[src/rtl/fft8_pkg.sv]
// fft8_pkg: shared types, sizes and butterfly address helper
// for the 8-point radix-2 DIT FFT sequencer.
package fft8_pkg;

  localparam int ADDR_W       = 3;
  localparam int TW_W         = 2;
  localparam int NUM_STAGES   = 3;
  localparam int BF_PER_STAGE = 4;

  localparam logic [2:0] ST_IDLE  = 3'd0;
  localparam logic [2:0] ST_LOAD  = 3'd1;
  localparam logic [2:0] ST_ISSUE = 3'd2;
  localparam logic [2:0] ST_DRAIN = 3'd3;
  localparam logic [2:0] ST_DONE  = 3'd4;

  typedef enum logic [2:0] {
    IDLE  = ST_IDLE,
    LOAD  = ST_LOAD,
    ISSUE = ST_ISSUE,
    DRAIN = ST_DRAIN,
    DONE  = ST_DONE
  } state_e;

  typedef struct packed {
    logic [ADDR_W-1:0] addr_a;
    logic [ADDR_W-1:0] addr_b;
    logic [TW_W-1:0]   tw;
  } bf_t;

  typedef struct packed {
    logic              valid;
    logic [ADDR_W-1:0] addr_a;
    logic [ADDR_W-1:0] addr_b;
  } wb_t;

  // span = 1<<s, group = k>>s, pos = k & (span-1)
  function automatic bf_t bf_calc(
    input logic [1:0] s,
    input logic [1:0] k
  );
    logic [2:0] span;
    logic [2:0] grp;
    logic [2:0] pos;
    bf_t        r;
    span     = 3'd1 << s;
    grp      = {1'b0, k} >> s;
    pos      = {1'b0, k} & (span - 3'd1);
    r.addr_a = (grp << (s + 2'd1)) + pos;
    r.addr_b = r.addr_a + span;
    r.tw     = pos[1:0] << (2'd2 - s);
    return r;
  endfunction

endpackage

[src/rtl/fft8_ctrl_if.sv]
// fft8_ctrl_if: start/done handshake and butterfly issue bus.
// FFT8_CTRL_INVERSE_EN adds i_inverse / o_tw_conj.
interface fft8_ctrl_if;
  import fft8_pkg::*;

  logic              i_start;
  logic              i_abort;
  logic              o_busy;
  logic              o_load;
  logic              o_bf_valid;
  logic [ADDR_W-1:0] o_addr_a;
  logic [ADDR_W-1:0] o_addr_b;
  logic [TW_W-1:0]   o_tw_idx;
  logic [1:0]        o_stage;
  logic              o_wb_valid;
  logic [ADDR_W-1:0] o_wb_addr_a;
  logic [ADDR_W-1:0] o_wb_addr_b;
  logic              o_done;
`ifdef FFT8_CTRL_INVERSE_EN
  logic              i_inverse;
  logic              o_tw_conj;
`endif

  modport master (
`ifdef FFT8_CTRL_INVERSE_EN
    output i_inverse,
    input  o_tw_conj,
`endif
    output i_start, i_abort,
    input  o_busy, o_load, o_bf_valid,
    input  o_addr_a, o_addr_b, o_tw_idx, o_stage,
    input  o_wb_valid, o_wb_addr_a, o_wb_addr_b,
    input  o_done
  );

  modport slave (
`ifdef FFT8_CTRL_INVERSE_EN
    input  i_inverse,
    output o_tw_conj,
`endif
    input  i_start, i_abort,
    output o_busy, o_load, o_bf_valid,
    output o_addr_a, o_addr_b, o_tw_idx, o_stage,
    output o_wb_valid, o_wb_addr_a, o_wb_addr_b,
    output o_done
  );

endinterface

[src/rtl/fft8_wb_delay.sv]
// fft8_wb_delay: latency-matched write-back tracker,
// a LATENCY-deep shift of {valid, addr_a, addr_b} with flush.
module fft8_wb_delay
  import fft8_pkg::*;
#(
  parameter int LATENCY = 2
) (
  input  logic              clk_i,
  input  logic              rst_ni,
  input  logic              flush_i,
  input  logic              valid_i,
  input  logic [ADDR_W-1:0] addr_a_i,
  input  logic [ADDR_W-1:0] addr_b_i,
  output logic              valid_o,
  output logic [ADDR_W-1:0] addr_a_o,
  output logic [ADDR_W-1:0] addr_b_o
);

  wb_t sr_q [LATENCY];

  always_ff @(posedge clk_i) begin
    if (!rst_ni || flush_i) begin
      for (int i = 0; i < LATENCY; i++) begin
        sr_q[i] <= '0;
      end
    end else begin
      sr_q[0] <= '{valid: valid_i,
                   addr_a: addr_a_i,
                   addr_b: addr_b_i};
      for (int i = 1; i < LATENCY; i++) begin
        sr_q[i] <= sr_q[i-1];
      end
    end
  end

  assign valid_o  = sr_q[LATENCY-1].valid;
  assign addr_a_o = sr_q[LATENCY-1].addr_a;
  assign addr_b_o = sr_q[LATENCY-1].addr_b;

endmodule

[src/rtl/fft8_ctrl.sv]
// fft8_ctrl: 8-point DIT FFT sequencer (load, 3x4 butterflies, drains).
// FFT8_CTRL_INVERSE_EN enables the twiddle-conjugate (IFFT) option.
module fft8_ctrl
  import fft8_pkg::*;
#(
  parameter int NUM_POINTS = 8,
  parameter int BF_LATENCY = 2
) (
  input  logic        i_clk,
  input  logic        i_rst_n,
  fft8_ctrl_if.slave  bus
);

  localparam logic [1:0] LAST_K   = 2'(NUM_POINTS / 2 - 1);
  localparam logic [1:0] LAST_S   = 2'(NUM_STAGES - 1);
  localparam logic [2:0] LAST_CNT = 3'(BF_LATENCY - 1);

  state_e     state_q, state_d;
  logic [1:0] stage_q, stage_d;
  logic [1:0] k_q, k_d;
  logic [2:0] cnt_q, cnt_d;
  bf_t        bf_d;
  logic       abort_hit;

  logic              busy_q, load_q, bfv_q, done_q;
  logic [ADDR_W-1:0] a_q, b_q;
  logic [TW_W-1:0]   tw_q;
  logic [1:0]        st_q;

  assign abort_hit = bus.i_abort && (state_q != IDLE);

  always_comb begin
    state_d = state_q;
    stage_d = stage_q;
    k_d     = k_q;
    cnt_d   = cnt_q;
    unique case (state_q)
      IDLE: begin
        if (bus.i_start && !bus.i_abort) state_d = LOAD;
      end
      LOAD: begin
        state_d = ISSUE;
        stage_d = 2'd0;
        k_d     = 2'd0;
      end
      ISSUE: begin
        if (k_q == LAST_K) begin
          state_d = DRAIN;
          cnt_d   = 3'd0;
        end else begin
          k_d = k_q + 2'd1;
        end
      end
      DRAIN: begin
        if (cnt_q != LAST_CNT) begin
          cnt_d = cnt_q + 3'd1;
        end else if (stage_q < LAST_S) begin
          state_d = ISSUE;
          stage_d = stage_q + 2'd1;
          k_d     = 2'd0;
        end else begin
          state_d = DONE;
        end
      end
      DONE:    state_d = IDLE;
      default: state_d = IDLE;
    endcase
    if (abort_hit) state_d = IDLE;
    bf_d = bf_calc(stage_d, k_d);
  end

  // outputs are registered from the next state
  always_ff @(posedge i_clk) begin
    if (!i_rst_n) begin
      state_q <= IDLE;
      stage_q <= '0;
      k_q     <= '0;
      cnt_q   <= '0;
      busy_q  <= 1'b0;
      load_q  <= 1'b0;
      bfv_q   <= 1'b0;
      done_q  <= 1'b0;
      a_q     <= '0;
      b_q     <= '0;
      tw_q    <= '0;
      st_q    <= '0;
    end else begin
      state_q <= state_d;
      stage_q <= stage_d;
      k_q     <= k_d;
      cnt_q   <= cnt_d;
      busy_q  <= state_d != IDLE;
      load_q  <= state_d == LOAD;
      bfv_q   <= state_d == ISSUE;
      done_q  <= state_d == DONE;
      a_q     <= (state_d == ISSUE) ? bf_d.addr_a : '0;
      b_q     <= (state_d == ISSUE) ? bf_d.addr_b : '0;
      tw_q    <= (state_d == ISSUE) ? bf_d.tw : '0;
      st_q    <= (state_d != IDLE) ? stage_d : '0;
    end
  end

  assign bus.o_busy     = busy_q;
  assign bus.o_load     = load_q;
  assign bus.o_bf_valid = bfv_q;
  assign bus.o_addr_a   = a_q;
  assign bus.o_addr_b   = b_q;
  assign bus.o_tw_idx   = tw_q;
  assign bus.o_stage    = st_q;
  assign bus.o_done     = done_q;

`ifdef FFT8_CTRL_INVERSE_EN
  logic inv_q, inv_d, conj_q;

  // tracks i_inverse while idle so the start edge captures it
  assign inv_d = (state_q == IDLE) ? bus.i_inverse : inv_q;

  always_ff @(posedge i_clk) begin
    if (!i_rst_n) begin
      inv_q  <= 1'b0;
      conj_q <= 1'b0;
    end else begin
      inv_q  <= inv_d;
      conj_q <= (state_d != IDLE) && inv_d;
    end
  end

  assign bus.o_tw_conj = conj_q;
`endif

  fft8_wb_delay #(
    .LATENCY (BF_LATENCY)
  ) u_wb (
    .clk_i    (i_clk),
    .rst_ni   (i_rst_n),
    .flush_i  (abort_hit),
    .valid_i  (bfv_q),
    .addr_a_i (a_q),
    .addr_b_i (b_q),
    .valid_o  (bus.o_wb_valid),
    .addr_a_o (bus.o_wb_addr_a),
    .addr_b_o (bus.o_wb_addr_b)
  );

endmodule

[src/flat_wrapper.sv]
// flat-port wrapper written by rule: the top's interface ports become plain ports
module fft8_ctrl_flat import fft8_pkg::*;
#(
  parameter int NUM_POINTS = 8,
  parameter int BF_LATENCY = 2
)
  (i_clk, i_rst_n, bus_i_start, bus_i_abort, bus_o_busy, bus_o_load, bus_o_bf_valid, bus_o_addr_a, bus_o_addr_b, bus_o_tw_idx, bus_o_stage, bus_o_wb_valid, bus_o_wb_addr_a, bus_o_wb_addr_b, bus_o_done);
  fft8_ctrl_if bus_i ();
  input  logic i_clk;
  input  logic i_rst_n;
  input wire logic [$bits(bus_i.i_start)-1:0] bus_i_start;
  input wire logic [$bits(bus_i.i_abort)-1:0] bus_i_abort;
  output wire logic [$bits(bus_i.o_busy)-1:0] bus_o_busy;
  output wire logic [$bits(bus_i.o_load)-1:0] bus_o_load;
  output wire logic [$bits(bus_i.o_bf_valid)-1:0] bus_o_bf_valid;
  output wire logic [$bits(bus_i.o_addr_a)-1:0] bus_o_addr_a;
  output wire logic [$bits(bus_i.o_addr_b)-1:0] bus_o_addr_b;
  output wire logic [$bits(bus_i.o_tw_idx)-1:0] bus_o_tw_idx;
  output wire logic [$bits(bus_i.o_stage)-1:0] bus_o_stage;
  output wire logic [$bits(bus_i.o_wb_valid)-1:0] bus_o_wb_valid;
  output wire logic [$bits(bus_i.o_wb_addr_a)-1:0] bus_o_wb_addr_a;
  output wire logic [$bits(bus_i.o_wb_addr_b)-1:0] bus_o_wb_addr_b;
  output wire logic [$bits(bus_i.o_done)-1:0] bus_o_done;
  assign bus_i.i_start = bus_i_start;
  assign bus_i.i_abort = bus_i_abort;
  assign bus_o_busy = bus_i.o_busy;
  assign bus_o_load = bus_i.o_load;
  assign bus_o_bf_valid = bus_i.o_bf_valid;
  assign bus_o_addr_a = bus_i.o_addr_a;
  assign bus_o_addr_b = bus_i.o_addr_b;
  assign bus_o_tw_idx = bus_i.o_tw_idx;
  assign bus_o_stage = bus_i.o_stage;
  assign bus_o_wb_valid = bus_i.o_wb_valid;
  assign bus_o_wb_addr_a = bus_i.o_wb_addr_a;
  assign bus_o_wb_addr_b = bus_i.o_wb_addr_b;
  assign bus_o_done = bus_i.o_done;
  fft8_ctrl #(.NUM_POINTS(NUM_POINTS), .BF_LATENCY(BF_LATENCY)) u_core (.i_clk(i_clk), .i_rst_n(i_rst_n), .bus(bus_i));
endmodule
[config.mk]
export PLATFORM = sky130hd
export DESIGN_NAME = fft8_ctrl_flat
export DESIGN_NICKNAME = d
export VERILOG_FILES = /design/src/rtl/fft8_pkg.sv /design/src/rtl/fft8_ctrl_if.sv /design/src/rtl/fft8_wb_delay.sv /design/src/rtl/fft8_ctrl.sv /design/src/flat_wrapper.sv
export SDC_FILE = /design/constraint.sdc
export NUM_CORES = 1
export LEC_CHECK = 0
export ABC_AREA = 1
export CAP_MARGIN = 20
export CELL_PAD_IN_SITES_DETAIL_PLACEMENT = 0
export CELL_PAD_IN_SITES_GLOBAL_PLACEMENT = 2
export CORE_ASPECT_RATIO = 0.9
export CORE_MARGIN = 5
export CORE_UTILIZATION = 30
export CTS_CLUSTER_SIZE = 16
export DETAILED_ROUTE_END_ITERATION = 7
export PLACE_DENSITY_LB_ADDON = 0.05
export SLEW_MARGIN = 20
export SYNTH_ARGS = -nofsm -noshare
export SYNTH_HDL_FRONTEND = slang
export SYNTH_HIERARCHICAL = 1
export SYNTH_SLANG_ARGS = --single-unit
[constraint.sdc]
create_clock -name i_clk -period 4.3 [get_ports i_clk]
set_clock_uncertainty 0.15 [all_clocks]
set_input_delay 1.29 -clock i_clk [delete_from_list [all_inputs] [get_ports i_clk]]
set_output_delay 1.29 -clock i_clk [all_outputs]
set_load 0.05 [all_outputs]
* After elaboration in Yosys (flattened, before gate mapping)
Memory sizes are Yosys's and may differ from the RTL's.
Index checks and enable logic that the tools add are counted.
** Operators by class
- Bitwise gates (word level) :: 3
- $add $sub $neg :: 8
- Multiplexer cells :: 21
- $lt $le $gt $ge :: 1
- Equal/unequal tests :: 10
- Shift operators :: 4
- Reduce and logical (&&, ||, !) cells :: 12
** Operators with widths (number)
- two-way mux 3 bit :: 7
- two-way mux 7 bit :: 2
- case mux 3 bit (4 select lines) :: 1
- two-way mux 2 bit :: 5
- equality test 3 x 2 -> 1 bit (second input constant) :: 3
- adder 2 x 1 -> 2 bit (second input constant) :: 3
- adder 3 bit :: 2
- equality test 3 x 1 -> 1 bit (second input constant) :: 2
- case mux 2 bit (3 select lines) :: 1
- case mux 3 bit (2 select lines) :: 1
- nonzero test 3 bit :: 2
- != test 2 x 1 -> 1 bit (second input constant) :: 2
- case mux 2 bit (2 select lines) :: 1
- AND reduction 2 bit :: 2
- adder 3 x 1 -> 3 bit (second input constant) :: 1
- AND 2 x 3 -> 3 bit :: 1
- equality test 3 bit (second input constant) :: 1
- logical NOT 3 bit :: 1
- two-way mux 1 bit :: 3
- != test 3 x 1 -> 1 bit (second input constant) :: 1
- AND reduction 3 bit :: 1
- left shift 1 x 2 -> 3 bit (first input constant) :: 1
- left shift 3 x 2 -> 3 bit :: 1
- >> shifter 2 x 2 -> 3 bit :: 1
- 10 further kinds :: 13
** Word-level totals
- Memories :: 1
- Input bits :: 4
- Output and inout bits :: 21
- Flip-flop bits (word level) :: 24
- Memory bits (writable) :: 14
** Memories
- u_core.u_wb.sr_q :: depth 2, bits a word 7, rd ports 2, clocked after memory_dff 0, write ports 2, RTL line fft8_wb_delay.sv:19 : wb_t sr_q [LATENCY];

* Depth between registers and ports, before layout
- Depth after elaboration :: 9
- Depth in mapped cells :: 19

* Hierarchy
The synthesis kept the hierarchy.
** Modules (own cells, without submodules)
- fft8_ctrl :: instances 1, area an instance 1189.9 µm², cells an instance 156, seq. area each 480.5 µm²
- fft8_wb_delay :: instances 1, area an instance 476.7 µm², cells an instance 51, seq. area each 280.3 µm²

* Worst setup path after synthesis
Ideal clock, no wire load.
- Path kind :: register to register
- Start :: register u_core.cnt_q[1]
- End :: register u_core.b_q[2] (netlist: u_core/bus.o_addr_b[2])
- Setup time :: 0.113 ns
- Buffers on the path :: 0
- Path slack :: 1.084 ns
- Arrival :: 2.953 ns
- Stages on the path, launching flop included :: 19
- Cell sequence :: dfxtp_1 inv_1 ha_1 nand2_2 inv_1 nand2_1 nand3_1 nand2_1 inv_1 ha_1 nor4_1 ha_1 fa_1 inv_1 fa_1 xor2_1 nand3_1 nand2_1 nor2_1
** RTL lines
- from (decl) :: RTL line fft8_ctrl.sv:21 : logic [2:0] cnt_q, cnt_d;
- from (signal assigned) :: RTL line fft8_ctrl.sv:91 : cnt_q <= cnt_d;
- to (signal assigned) :: RTL line fft8_ctrl.sv:97 : b_q <= (state_d == ISSUE) ? bf_d.addr_b : '0;
- to (decl) :: RTL line fft8_ctrl.sv:26 : logic [ADDR_W-1:0] a_q, b_q;

==> metrics.yaml <==
outcome:
  status: "finished clean"
worst_setup_path:
  critPathRequiredTime_ns: 4.34
  critPathKind: "reg -> reg"
  startpoint_type: "flip-flop"
  slowest_stage: "fa_1"
  r2r_start: "u_core/cnt_q[1]"
  worstPathCellList: "inv_1 -> ha_1 -> nand2_2 -> inv_1 -> nand2_1 -> nand3_1 -> nand2_1 -> inv_1 -> ha_1 -> nor4_1 -> ha_1 -> fa_1 -> inv_1 -> fa_1 -> xor2_1 -> nand3_1 -> nand2_1 -> nor2_1"
  critPathCaptureType: "flip-flop"
  arrival_ns: 3.59
  reg2reg_to: "u_core/bus.o_addr_b[2]"
  regToRegSetupSlack_ns: 0.75
  crit_family: "adder cells"
  path_common_cell: "inv_1"
  cp_slowest_stage_delay_ns: 0.47
  cp_num_buf_inv: 4
  rr_worst_depth: 18
  critPathMaxFanout: 6
yosys:
  ys_types: 27
  async_reset_ff_frac: 0
  synthesis.area_sq_um: 1670
  synth-main-ff-cell: "dfxtp_1"
  syn_nets: 221
  synth_top_cell_area_share: 0.456
  ys_seq_area_frac: 0.456
  synth_warnings: 6
  syn_avg_cell_area_sq_um: 8.05
  synth_cells: 207
  synth.area.top_cells: "dfxtp_1 (46%), inv_1 (8.6%), nand2_1 (6.8%)"
  synthTopCellsByCount: "dfxtp_1 (38), inv_1 (38), nand2_1 (30)"
  yosysTopAreaCell: "dfxtp_1"
  ys_ff_latch: 38
  synth-edff-count: 0
clock_network:
  cts_resized: 0
  htreeDepth: 2
  cts_root_buf: "clkbuf_8"
  clk_path_buf_depth: 2
  cts_tree: "built"
  post-cts-setup-buffer-count: 0
  clkSlewWorstSetupHoldPaths_ns: 0.09
  cts_hold_buf: 0
  clock-sinks: 38
  cts_made_buffers: 5
  clk_latency_ns: 0.30
drt:
  first_pass_iters: 4
  drt_iter0_drc: 36
  vias: 1256
  drc: 0
  wl_um: 3360
  via_per_inst: 4.20
  wl_per_cell_um: 11.3
  antenna_left: 0
power:
  intPower_w: 0.000604
  switching_share: 0.220
  leakagePower_nw: 0.801
  pwr-share-seq: 0.464
  switchingPower_w: 0.000171
  ir_drop_v: 0.000161
  clock_power_share: 0.472
  powerDensity_nw_per_um2: 374
  combPwrFrac: 0.064
layout:
  antenna_cells: 0
  final_nets: 245
  syn2layout_area_growth_pct: 24.3
  n_fill_cell: 558
  drive_above_1_share: 0.138
min_path:
  min_path_cells: 2
  min_to: "u_core/u_wb/sr_q[0][12]"
  worstHoldStart: "u_core/u_wb/sr_q[0][5]"
  min_path_type: "reg -> reg"
floorplanning:
  core_area_sq_um: 5320
  initial_utilization: 0.313
  chipHeight_um: 80.7
  boundaryPins: 25
  dieArea_sq_um: 7150
  die_w_um: 88.6
  num_rows: 25
timing:
  tns_ns: 0
  setup_viol: 0
  slew_viol_final: 0
  whs_ns: 0.262
  relSlewSlack: 0.659
  period_share: 0.825
  tightest_slew_ns: 0.510
  grt_setup_unrepaired: "no"
  period_needed_ns: 3.55
  hold_violations: 0
  max_clock_freq_ghz: 0.282
global_route:
  grt_pass1_wl_um: 5970
  grt_overflow_total: 0
  grt_pass1_vias: 1258
  grt.total_usage: 0.110
  antenna_found_initial: 0
  grt_start_max_net_pins: 15
place:
  dp_hpwl_um: 2630
  port_buffers: 24
  place.gp.congestion: 0.761
flow_run:
  cap_violations: 0
[layer usage]
layer / vias to the layer above / GRT usage / share of wire
met5: - / 0 / 0
met4: 0 / 0.0498 / 0.019
met1: 555 / 0.148 / 0.52
met3: 9 / 0.0359 / 0.054
li1: 668 / - / -
met2: 24 / 0.158 / 0.40
[state kept, by name (all words and copies together) (netlist names)]
signal	count
u_core/cnt_q	3
u_core/bus.o_addr_a	3
u_core/bus.o_addr_b	3
u_core/k_q	2
u_core/bus.o_load	1
u_core/stage_q	2
u_core/u_wb/sr_q	14
u_core/bus.o_done	1
u_core/bus.o_tw_idx	2
u_core/bus.o_busy	1
u_core/state_q	3
u_core/bus.o_stage	2
u_core/bus.o_bf_valid	1
[stage by stage]
stage / worst slack [ns] / std cells / power, W / utilization / instance area [sq um]
3_3_place_gp: 0.803 / 291 / 0.000419 / 0.364 / 1930
5_1_grt: 0.509 / 299 / 0.000816 / 0.390 / 2070
2_1_floorplan: 1.08 / 207 / 0.000403 / - / 1670
4_1_cts: 0.749 / 299 / 0.000791 / 0.390 / 2070
6_report: 0.750 / 299 / 0.000775 / 0.390 / 2070
3_5_place_dp: 0.801 / 291 / 0.000419 / 0.364 / 1930
[worst max path at each step]
| stage | start | endpoint | slack, ns | depth (start not counted) |
|---|---|---|---|---|
| floorplan | u_core/cnt_q[1] | u_core/bus.o_addr_b[2] | 1.08 | 18 |
| global placement | u_core/cnt_q[1] | u_core/bus.o_addr_b[2] | 0.80 | 18 |
| detailed placement | u_core/cnt_q[0] | u_core/bus.o_addr_b[2] | 0.80 | 18 |
| CTS | u_core/cnt_q[1] | u_core/bus.o_addr_b[2] | 0.75 | 18 |
| global route | u_core/cnt_q[1] | u_core/bus.o_addr_b[2] | 0.51 | 17 |
| finish | u_core/cnt_q[1] | u_core/bus.o_addr_b[2] | 0.75 | 18 |
[layout by cell type (no fill, tap or decap), drive strengths merged]
cell type,instances
ha,8
nand2,34
a21oi,5
dfxtp,38
xor2,1
nor4,4
nand3,13
fa,2
bufinv,2
inv,41
clkdlybuf4s50,24
clkinv,2
a21boi,1
o21ai,3
nor3,5
nor2,39
and2,2
nand3b,1
or2,2
clkbuf,5
[tightest hold or removal path, cell delays in order, from the launching register on]
cell and delay, ns:
dfxtp_1 0.30, inv_1 0.04, nor2_1 0.03
[power by group through the flow]
stage / clock network (W) / registers (W) / logic [W]
after floorplan: 0 / 0.000377 / 0.0000258
after global placement: 0 / 0.000368 / 0.0000505
after detailed placement: 0 / 0.000368 / 0.0000504
after CTS: 0.000381 / 0.000360 / 0.0000507
after global routing: 0.000400 / 0.000361 / 0.0000548
final: 0.000366 / 0.000360 / 0.0000494
[cell families after synthesis]
logic type | Yosys count | share of synthesized area
xor+xnor | 1 | 0.00526
simple gates | 100 | 0.297
buf+inv | 49 | 0.128
compound gates | 9 | 0.0285
flops | 38 | 0.456
fa+ha+maj | 10 | 0.0841
[area by class of cell]
class / count / area (sq um) / area share
Sequential cell: 38 / 761 / 0.367
Clock buffer: 5 / 68.8 / 0.0332
Clock inverter: 3 / 68.8 / 0.0332
Tap cell: 67 / 83.8 / 0.0405
Timing Repair Buffer: 24 / 240 / 0.116
Inverter: 42 / 158 / 0.0761
Multi-Input combinational cell: 120 / 692 / 0.334
No activity file was read; power rests on OpenSTA's default activity.
